--- config.mk ---
export PLATFORM = sky130hd
export DESIGN_NAME = inert_seq
export DESIGN_NICKNAME = d
export VERILOG_FILES = /design/src/rtl/inert_pkg.sv /design/src/rtl/inert_seq_int_sync_edge.sv /design/src/rtl/inert_seq.sv
export SDC_FILE = /design/constraint.sdc
export NUM_CORES = 1
export LEC_CHECK = 0
export ABC_AREA = 1
export ABC_CLOCK_PERIOD_IN_PS = 1710
export BUFFER_PORTS_ARGS = -buffer_cell sky130_fd_sc_hd__buf_4
export CORE_MARGIN = 8
export CORE_UTILIZATION = 45
export CTS_BUF_LIST = sky130_fd_sc_hd__clkbuf_16
export CTS_CLUSTER_SIZE = 14
export DETAILED_ROUTE_END_ITERATION = 7
export PLACE_DENSITY_LB_ADDON = 0.25
export SLEW_MARGIN = 25
export SYNTH_ARGS = -nofsm -noshare
export SYNTH_HDL_FRONTEND = slang
export SYNTH_HIERARCHICAL = 1
export SYNTH_SLANG_ARGS = --single-unit
export TNS_END_PERCENT = 1
--- constraint.sdc ---
create_clock -name clk -period 1.71 [get_ports clk]
set_input_delay 0.2565 -clock clk [delete_from_list [all_inputs] [get_ports clk]]
set_output_delay 0.2565 -clock clk [all_outputs]
set_load 0.02 [all_outputs]
--- src/rtl/inert_pkg.sv ---
// Shared types and command tables for the inertial-sensor command sequencer.
package inert_pkg;

    typedef enum logic [2:0] {
        PWRUP,
        INIT_ISSUE,
        INIT_WAIT,
        IDLE,
        RD_ISSUE,
        RD_WAIT
    } state_t;

    localparam logic [15:0] INIT_CMD [0:3] = '{16'h0D02, 16'h1053, 16'h1150, 16'h1460};
    localparam logic [15:0] RD_CMD   [0:3] = '{16'hA200, 16'hA300, 16'hAC00, 16'hAD00};

    // Shadow-byte slots, in the order the read commands fetch them
    localparam logic [1:0] PTCH_L = 2'd0;
    localparam logic [1:0] PTCH_H = 2'd1;
    localparam logic [1:0] AZ_L   = 2'd2;
    localparam logic [1:0] AZ_H   = 2'd3;

endpackage

--- src/rtl/inert_seq_int_sync_edge.sv ---
// Synchronizes the asynchronous sensor interrupt and flags its rising edge.
module int_sync_edge (
    input  logic clk,
    input  logic rst_n,
    input  logic INT,
    output logic INT_rise
);

    logic int_ff1, int_ff2, int_ff3;

    always_ff @(posedge clk) begin
        if (!rst_n) begin
            int_ff1 <= 1'b0;
            int_ff2 <= 1'b0;
            int_ff3 <= 1'b0;
        end else begin
            int_ff1 <= INT;
            int_ff2 <= int_ff1;
            int_ff3 <= int_ff2;
        end
    end

    assign INT_rise = int_ff2 & ~int_ff3;

endmodule

--- src/rtl/inert_seq.sv ---
// Sensor command sequencer: power-up delay, four config writes, then four
// register reads per data-ready interrupt, publishing pitch rate and Z accel.
module inert_seq
    import inert_pkg::*;
#(
    parameter int PWRUP_BITS = 16
) (
    input  logic        clk,
    input  logic        rst_n,
    input  logic        INT,
    input  logic        done,
    input  logic [15:0] rd_data,
    output logic        wrt,
    output logic [15:0] cmd,
    output logic [15:0] ptch_rt,
    output logic [15:0] AZ,
    output logic        vld
);

    state_t                state;
    logic [1:0]            idx;
    logic [1:0]            idx_nxt;
    logic [PWRUP_BITS-1:0] pwr_cnt;
    logic                  pending;
    logic                  publish;
    logic [7:0]            shadow [0:3];
    logic                  int_rise;
    logic                  unused_rd_hi;

    assign idx_nxt      = idx + 2'd1;
    assign unused_rd_hi = ^rd_data[15:8];

    int_sync_edge u_int_sync (
        .clk      (clk),
        .rst_n    (rst_n),
        .INT      (INT),
        .INT_rise (int_rise)
    );

    // wrt/cmd are set on the transition into an ISSUE state, so wrt is high
    // exactly while in ISSUE and WAIT never sees the previous transaction's done.
    always_ff @(posedge clk) begin
        if (!rst_n) begin
            state   <= PWRUP;
            idx     <= 2'd0;
            pwr_cnt <= '0;
            pending <= 1'b0;
            publish <= 1'b0;
            wrt     <= 1'b0;
            cmd     <= 16'h0000;
            ptch_rt <= 16'h0000;
            AZ      <= 16'h0000;
            vld     <= 1'b0;
            shadow  <= '{default: 8'h00};
        end else begin
            wrt     <= 1'b0;
            vld     <= 1'b0;
            publish <= 1'b0;
            if (int_rise)
                pending <= 1'b1;

            if (publish) begin
                ptch_rt <= {shadow[PTCH_H], shadow[PTCH_L]};
                AZ      <= {shadow[AZ_H], shadow[AZ_L]};
                vld     <= 1'b1;
            end

            case (state)
                PWRUP: begin
                    if (&pwr_cnt) begin
                        state <= INIT_ISSUE;
                        idx   <= 2'd0;
                        wrt   <= 1'b1;
                        cmd   <= INIT_CMD[0];
                    end else begin
                        pwr_cnt <= pwr_cnt + 1'b1;
                    end
                end
                INIT_ISSUE: state <= INIT_WAIT;
                INIT_WAIT: begin
                    if (done) begin
                        if (idx == 2'd3) begin
                            state <= IDLE;
                            idx   <= 2'd0;
                        end else begin
                            state <= INIT_ISSUE;
                            idx   <= idx_nxt;
                            wrt   <= 1'b1;
                            cmd   <= INIT_CMD[idx_nxt];
                        end
                    end
                end
                IDLE: begin
                    if (pending) begin
                        state <= RD_ISSUE;
                        idx   <= 2'd0;
                        wrt   <= 1'b1;
                        cmd   <= RD_CMD[0];
                        // An edge landing in this same cycle must survive
                        if (!int_rise)
                            pending <= 1'b0;
                    end
                end
                RD_ISSUE: state <= RD_WAIT;
                RD_WAIT: begin
                    if (done) begin
                        shadow[idx] <= rd_data[7:0];
                        if (idx == 2'd3) begin
                            state   <= IDLE;
                            idx     <= 2'd0;
                            publish <= 1'b1;
                        end else begin
                            state <= RD_ISSUE;
                            idx   <= idx_nxt;
                            wrt   <= 1'b1;
                            cmd   <= RD_CMD[idx_nxt];
                        end
                    end
                end
                default: state <= PWRUP;
            endcase
        end
    end

endmodule

==> summary.md, run 1 <==
| Metric | Value |
|---|---|
| Sequential fraction of design power | `0.507` |
| Pleak | `2.23 nW` |
| GR Overflow Total | `0` |
| Area Overhead vs Synth | `20.0%` |
| Root Driver | `clkbuf_16` |
| Core area | `9200 sq um` |
| DRT iter0 DRCs | `196` |
| Cell Pwr Density | `954 nW/um^2` |
| WL per Instance | `12.5 microns` |
| Fmax | `0.635 GHz` |
| CTS Sinks | `102` |
| Gr usage total | `0.159` |
| Fraction of layout cells with a size suffix above 1 | `0.177` |
| IO buf count | `57` |
| Mean number of vias per cell | `4.91` |
| Design area | `5090 sq um` |
| Synth Warn # | `6` |
| GR peak layer | `met2` |
| Post-route ant nets | `0` |
| Worst vdd ir | `0.000467 V` |
| CP required | `1.94 ns` |
| Pre-CTS worst setup slack | `0.0318 ns` |
| Num CTS Buffers | `9` |
| Slew @ Worst Pin | `0.930 ns` |
| Final hold vios | `0` |
| # hold bufs at CTS | `0` |
| Inserted Diodes | `0` |
| Internal | `3.59 mW` |
| Met1 Usage GRT | `0.179` |
| Sequential fraction of the synthesis area | `0.481` |
| Fin util | `0.554` |
| Logic gate share of total power | `0.097` |
| DIE AREA | `12,800 sq um` |
| Cell Area, Placed | `4790 sq um` |
| Worst EP arrival | `1.81 ns` |
| DR DRC count | `0` |
| Min Hold Slack | `0.0928 ns` |
| Row cnt | `35` |
| Via count of the routed design | `3,739` |
| Clock power frac | `0.396` |
| Initial antenna violation count | `0` |
| I/O pin cnt | `70` |
| Post-Syn Area per Cell | `7.25 sq um` |
| Max Slew Vio Count | `0` |
| Max FO, Critical Path | `12` |
| Setup_tns | `0 ns` |
| Netlist cell types | `30` |
| Final HPWL DP | `6780 microns` |
| Synth area leaders | `dfxtp_1 (48%), nor2_1 (15%), o21ai_0 (8.7%), nand2_1 (8.0%), inv_1 (2.6%)` |
| Critical Path Start Type | `flip-flop` |
| Critical Path End Type | `flip-flop` |
| Drt first pass iters | `5` |
| Die width | `113 microns` |
| Initial Util | `0.462` |
| Grt met2 use | `0.283` |
| Clock buffer depth | `2` |
| Top cell type's share of synthesized area | `0.481` |
| First-pass GRT wire length | `16,900 microns` |
| DRT Wirelength | `9480 microns` |
| Switch share | `0.260` |
| Mapped cell area | `4250 sq um` |
| RePlAce Congestion | `0.865` |
| Worst-path clk slew | `0.07 ns` |
| Largest net degree at the start of global routing | `47` |
| Synth Instances | `586` |
| Fin crit share | `0.921` |
| Slew margin rel. | `0.380` |
| NetSw | `1.26 mW` |
| Hold Path Class | `in -> reg` |
| Final setup viols | `0` |
| MaxCap Viol Count | `0` |
| Final Net Count | `673` |
| Seq cells post-synth | `102` |
| Clock skew | `0.00644 ns` |
| Vias in the first global route | `3,798` |
| Min Tclk post-route | `1.58 ns` |
| Crit Path Class | `reg -> reg` |
| Post-route insts no fill | `761` |
| Status | `completed` |
| Final worst slack | `0.135 ns` |
| Die Y | `113 microns` |
| Area leader, netlist | `dfxtp_1` |
| Fillers | `916` |
| Worst-skew pair later-pin latency | `0.34 ns` |
| H-tree Lvls | `3` |
| Pwr Total | `4.86 mW` |
| M3 GR Usage | `0.0394` |
| CTS tree | `built` |
| Cells after DPL | `745` |
-- cells in the mapped netlist (all sizes together) --
cell    count
a21oi      22
buf        11
clkbuf     15
clkinv      1
conb        1
dfxtp     102
ha          8
inv        36
nand2      98
nand3      15
nand4       4
nor2      183
nor3        3
o211ai      1
o21ai      76
o22ai       1
o31ai       1
xnor2       6
xor2        2
-- routing by layer --
layer  vias to the layer above  part of all wire
met5                         -                 0
met2                        83              0.48
met4                         0            0.0096
met3                         8             0.065
met1                      1689              0.44
li1                       1959                 -
-- worst max-delay path, cell delays in order, from the launching register on --
cell and delay, ns:
dfxtp_1 0.35, ha_1 0.19, inv_1 0.09, nor2_2 0.13, nand2_2 0.11, nor2_4 0.13
nand2_2 0.09, nand2_4 0.13, inv_1 0.09, nor2_1 0.10, nor2_1 0.05
-- logic make-up after synthesis --
| kind of cell | synth area share |
|---|---|
| DFF | 0.481 |
| adders and majority gates | 0.0236 |
| buffers and inverters | 0.0651 |
| other | 0.000883 |
| and+or+nand+nor | 0.291 |
| xor gates and xnor gates | 0.0165 |
| AOI/OAI and AO/OA | 0.122 |
-- final cells by class --
cell class | instances | area [sq um] | area share
inverter | 37 | 139 | 0.0273
multi-input combinational | 424 | 1950 | 0.384
clock buffer | 9 | 225 | 0.0442
clock inverter | 7 | 56.3 | 0.0111
timing repair buffer | 71 | 537 | 0.105
sequential | 102 | 2040 | 0.401
tap | 111 | 139 | 0.0273
-- power by group through the flow --
stage               combinational [mW]  sequential, mW  clock (mW)
finish                           0.472            2.46        1.93
global route                     0.536            2.47        2.06
CTS                              0.460            2.46        1.98
detailed placement               0.455            2.51           0
global placement                 0.446            2.51           0
floorplan                        0.308            2.52           0
-- final timing paths --
kind / start / end / slack (ns) / cells after the start
max reg2reg: pwr_cnt[0] / cmd[10] / 0.13 / 10
min: INT / u_int_sync/int_ff1 / 0.09 / 3
min reg2reg: u_int_sync/int_ff1 / u_int_sync/int_ff2 / 0.42 / 2
max: pwr_cnt[0] / cmd[10] / 0.13 / 10
-- placed cells by master (no fill, tap or decap), drive strengths merged --
master / synthesis / final
clkinv: 1 / 2
xnor2: 6 / 6
nor3: 3 / 3
clkinvlp: 0 / 2
o31ai: 1 / 1
buf: 11 / 71
nor2: 183 / 183
o22ai: 1 / 1
nand3: 15 / 15
o211ai: 1 / 1
nand4: 4 / 4
o21ai: 76 / 76
dfxtp: 102 / 102
a21oi: 22 / 22
ha: 8 / 8
xor2: 2 / 2
conb: 1 / 4
inv: 36 / 40
nand2: 98 / 98
clkbuf: 15 / 9
-- registers in the layout (all words and copies together) (netlist names), 2 cells and up --
register and flops:
AZ 16, idx 2, pwr_cnt 16, cmd 10
ptch_rt 16, shadow 32, state 3
-- what timing repair did --
| action | CTS | global route |
|---|---|---|
| resized for setup | 1 | 6 |
| buffers inserted | 0 | 0 |
| endpoints found under the setup margin | 3 | 29 |
| hold endpoints to repair | 0 | 0 |
| pin swaps | 0 | 4 |
Note: power is estimated with default switching activity, not from simulation.
==> run 2: changes to the inputs <==
--- a/config.mk
+++ b/config.mk
@@ -9,7 +9,7 @@
 export ABC_CLOCK_PERIOD_IN_PS = 1710
 export BUFFER_PORTS_ARGS = -buffer_cell sky130_fd_sc_hd__buf_4
 export CORE_MARGIN = 8
-export CORE_UTILIZATION = 45
+export CORE_UTILIZATION = 50
 export CTS_BUF_LIST = sky130_fd_sc_hd__clkbuf_16
 export CTS_CLUSTER_SIZE = 14
 export DETAILED_ROUTE_END_ITERATION = 7
==> run 2 against run 1 <==
Sequential cell count did not move; design area rose by 0.27%; die area fell by 8.6%; final cell count fell by 0.79%; non-clock buffer count did not move; first-iteration DRC count fell by 35%; worst setup slack improved by 0.045 ns; critical path type unchanged; largest cell class unchanged.
==> summary.md, run 2 (same netlist as run 1, synthesis figures left out) <==
| Metric | Value |
|---|---|
| Max FO, Critical Path | `11 (-1)` |
| Logic gate share of total power | `0.098 (about the same)` |
| DR DRC count | `0 (unchanged)` |
| Min Hold Slack | `0.0974 ns (+0.00457 ns)` |
| I/O pin cnt | `70 (unchanged)` |
| First-pass GRT wire length | `16,200 microns (-3.7%)` |
| Worst-path clk slew | `0.07 ns (about the same)` |
| Fraction of layout cells with a size suffix above 1 | `0.183 (+0.00615)` |
| Max incr delay on CP | `0.35 ns (about the same)` |
| Critical Path End Type | `flip-flop` |
| Crit path max-delay family | `simple AND/OR/NAND/NOR gates` |
| CTS tree | `built` |
| Die Y | `108 microns (-4.4%)` |
| H-tree Lvls | `3 (unchanged)` |
| NetSw | `1.26 mW (-0.36%)` |
| Gr usage total | `0.170 (+0.0112)` |
| Clock power frac | `0.395 (about the same)` |
| DRT Wirelength | `9570 microns (+0.97%)` |
| Clock skew | `0.00574 ns (-0.000699 ns)` |
| Num CTS Buffers | `9 (unchanged)` |
| Final setup viols | `0 (unchanged)` |
| Commonest non-fill, non-tap cell in the layout | `nor2_1` |
| RSZ-0062 raised after global routing | `false` |
| Hold Path Class | `in -> reg` |
| GR Overflow Total | `0 (unchanged)` |
| Sequential fraction of design power | `0.507 (about the same)` |
| Crit-path slowest cell | `dfxtp_2` |
| Switch share | `0.259 (-0.00105)` |
| Post-route ant nets | `0 (unchanged)` |
| Largest net degree at the start of global routing | `49 (+4.3%)` |
| Fin crit share | `0.895 (-0.0265)` |
| Largest Register | `shadow` |
| Pre-CTS worst setup slack | `0.0603 ns (+0.0285 ns)` |
| Cell Pwr Density | `952 nW/um^2 (-0.23%)` |
| Max FFs per register | `32 (unchanged)` |
| DIE AREA | `11,700 sq um (-8.6%)` |
| Worst vdd ir | `0.000584 V (+25%)` |
| IO buf count | `57 (unchanged)` |
| Via count of the routed design | `3,798 (+1.6%)` |
| Final hold vios | `0 (unchanged)` |
| Root Driver | `clkbuf_16` |
| DRT iter0 DRCs | `128 (-35%)` |
| Final worst slack | `0.180 ns (+0.0453 ns)` |
| Drt first pass iters | `4 (-1)` |
| Slew margin rel. | `0.358 (-0.0220)` |
| CP required | `1.95 ns (about the same)` |
| Core area | `8220 sq um (-11%)` |
| Status | `completed` |
| Fmax | `0.654 GHz (+3.0%)` |
| Critical Path Start Type | `flip-flop` |
| Final Net Count | `673 (unchanged)` |
| Mean number of vias per cell | `5.03 (+2.4%)` |
| Commonest cells after routing, fill and taps aside | `nor2_1 (174), dfxtp_1 (98), nand2_1 (90), o21ai_0 (74), buf_4 (70)` |
| Pleak | `2.24 nW (+0.18%)` |
| Inserted Diodes | `0 (unchanged)` |
| Row cnt | `33 (-5.7%)` |
| Vias in the first global route | `3,605 (-5.1%)` |
| Setup_tns | `0 ns (unchanged)` |
| Critical-path cell list | `ha_2, inv_1, nor2_2, nand2_2, nor2_4, nand2_2, nand2_4, inv_1, nor2_1, nor2_1` |
| Max Slew Vio Count | `0 (unchanged)` |
| MaxCap Viol Count | `0 (unchanged)` |
| Initial antenna violation count | `0 (unchanged)` |
| Crit Path Class | `reg -> reg` |
| Initial Util | `0.517 (+0.0551)` |
| CTS Sinks | `102 (unchanged)` |
| WP buf/inv | `2 (unchanged)` |
| Min Tclk post-route | `1.53 ns (-0.0453 ns)` |
| WL per Instance | `12.7 microns (+1.8%)` |
| Slew @ Worst Pin | `0.962 ns (+0.0329 ns)` |
| Final HPWL DP | `6880 microns (+1.5%)` |
| Worst EP arrival | `1.77 ns (-0.04 ns)` |
| Area Overhead vs Synth | `20.3%` |
| Die width | `108 microns (-4.4%)` |
| Clock buffer depth | `2 (unchanged)` |
| RePlAce Congestion | `0.884 (+2.1%)` |
| Worst-skew pair later-pin latency | `0.34 ns (about the same)` |
| Internal | `3.60 mW (+0.18%)` |
-- run 2: cell type report --
class | count | area, sq um
Tap cell | 105 | 131
Sequential cell | 102 | 2050
Inverter | 37 | 139
Clock inverter | 7 | 58.8
Multi-Input combinational cell | 424 | 1960
Fill cell | 776 | 3110
Clock buffer | 9 | 225
Timing Repair Buffer | 71 | 546
-- run 2: metal layers --
layer | global-route usage | routed length (microns) | part of all wire
met1 | 0.195 | 4170 | 0.44
met2 | 0.296 | 4700 | 0.49
met3 | 0.0422 | 579 | 0.061
met4 | 0.0654 | 115 | 0.012
met5 | 0 | 0 | 0
-- run 2: worst min-delay path, stage by stage --
cell	delay, ns
buf_4	0.07
nand2_1	0.04
inv_1	0.04
-- run 2: final timing paths --
path                       from                 end  slack [ns]  cells past startpoint
min reg2reg  u_int_sync/int_ff1  u_int_sync/int_ff2        0.41                      2
max reg2reg          pwr_cnt[1]              cmd[1]        0.18                     10
max                  pwr_cnt[1]              cmd[1]        0.18                     10
min                         INT  u_int_sync/int_ff1         0.1                      3
-- run 2: power groups by stage --
stage | combinational, mW | sequential [mW] | clock [mW]
floorplan | 0.308 | 2.52 | 0
global placement | 0.454 | 2.51 | 0
detailed placement | 0.466 | 2.51 | 0
CTS | 0.471 | 2.46 | 1.98
global route | 0.547 | 2.47 | 2.06
finish | 0.478 | 2.46 | 1.92
-- run 2: what timing repair did --
| item | CTS | global route |
|---|---|---|
| hold buffers | 0 | 0 |
| setup buffers | 0 | 0 |
| gates resized for setup | 0 | 9 |
| setup endpoints to repair | 0 | 29 |
-- run 2: stage by stage --
step | instances | total power, mW | utilization | area [sq um]
detailed placement | 739 | 2.98 | 0.584 | 4800
CTS | 755 | 4.91 | 0.618 | 5080
floorplan | 589 | 2.82 | - | 4260
global route | 755 | 5.08 | 0.622 | 5110
global placement | 739 | 2.97 | 0.584 | 4800
finish | 755 | 4.86 | 0.622 | 5110
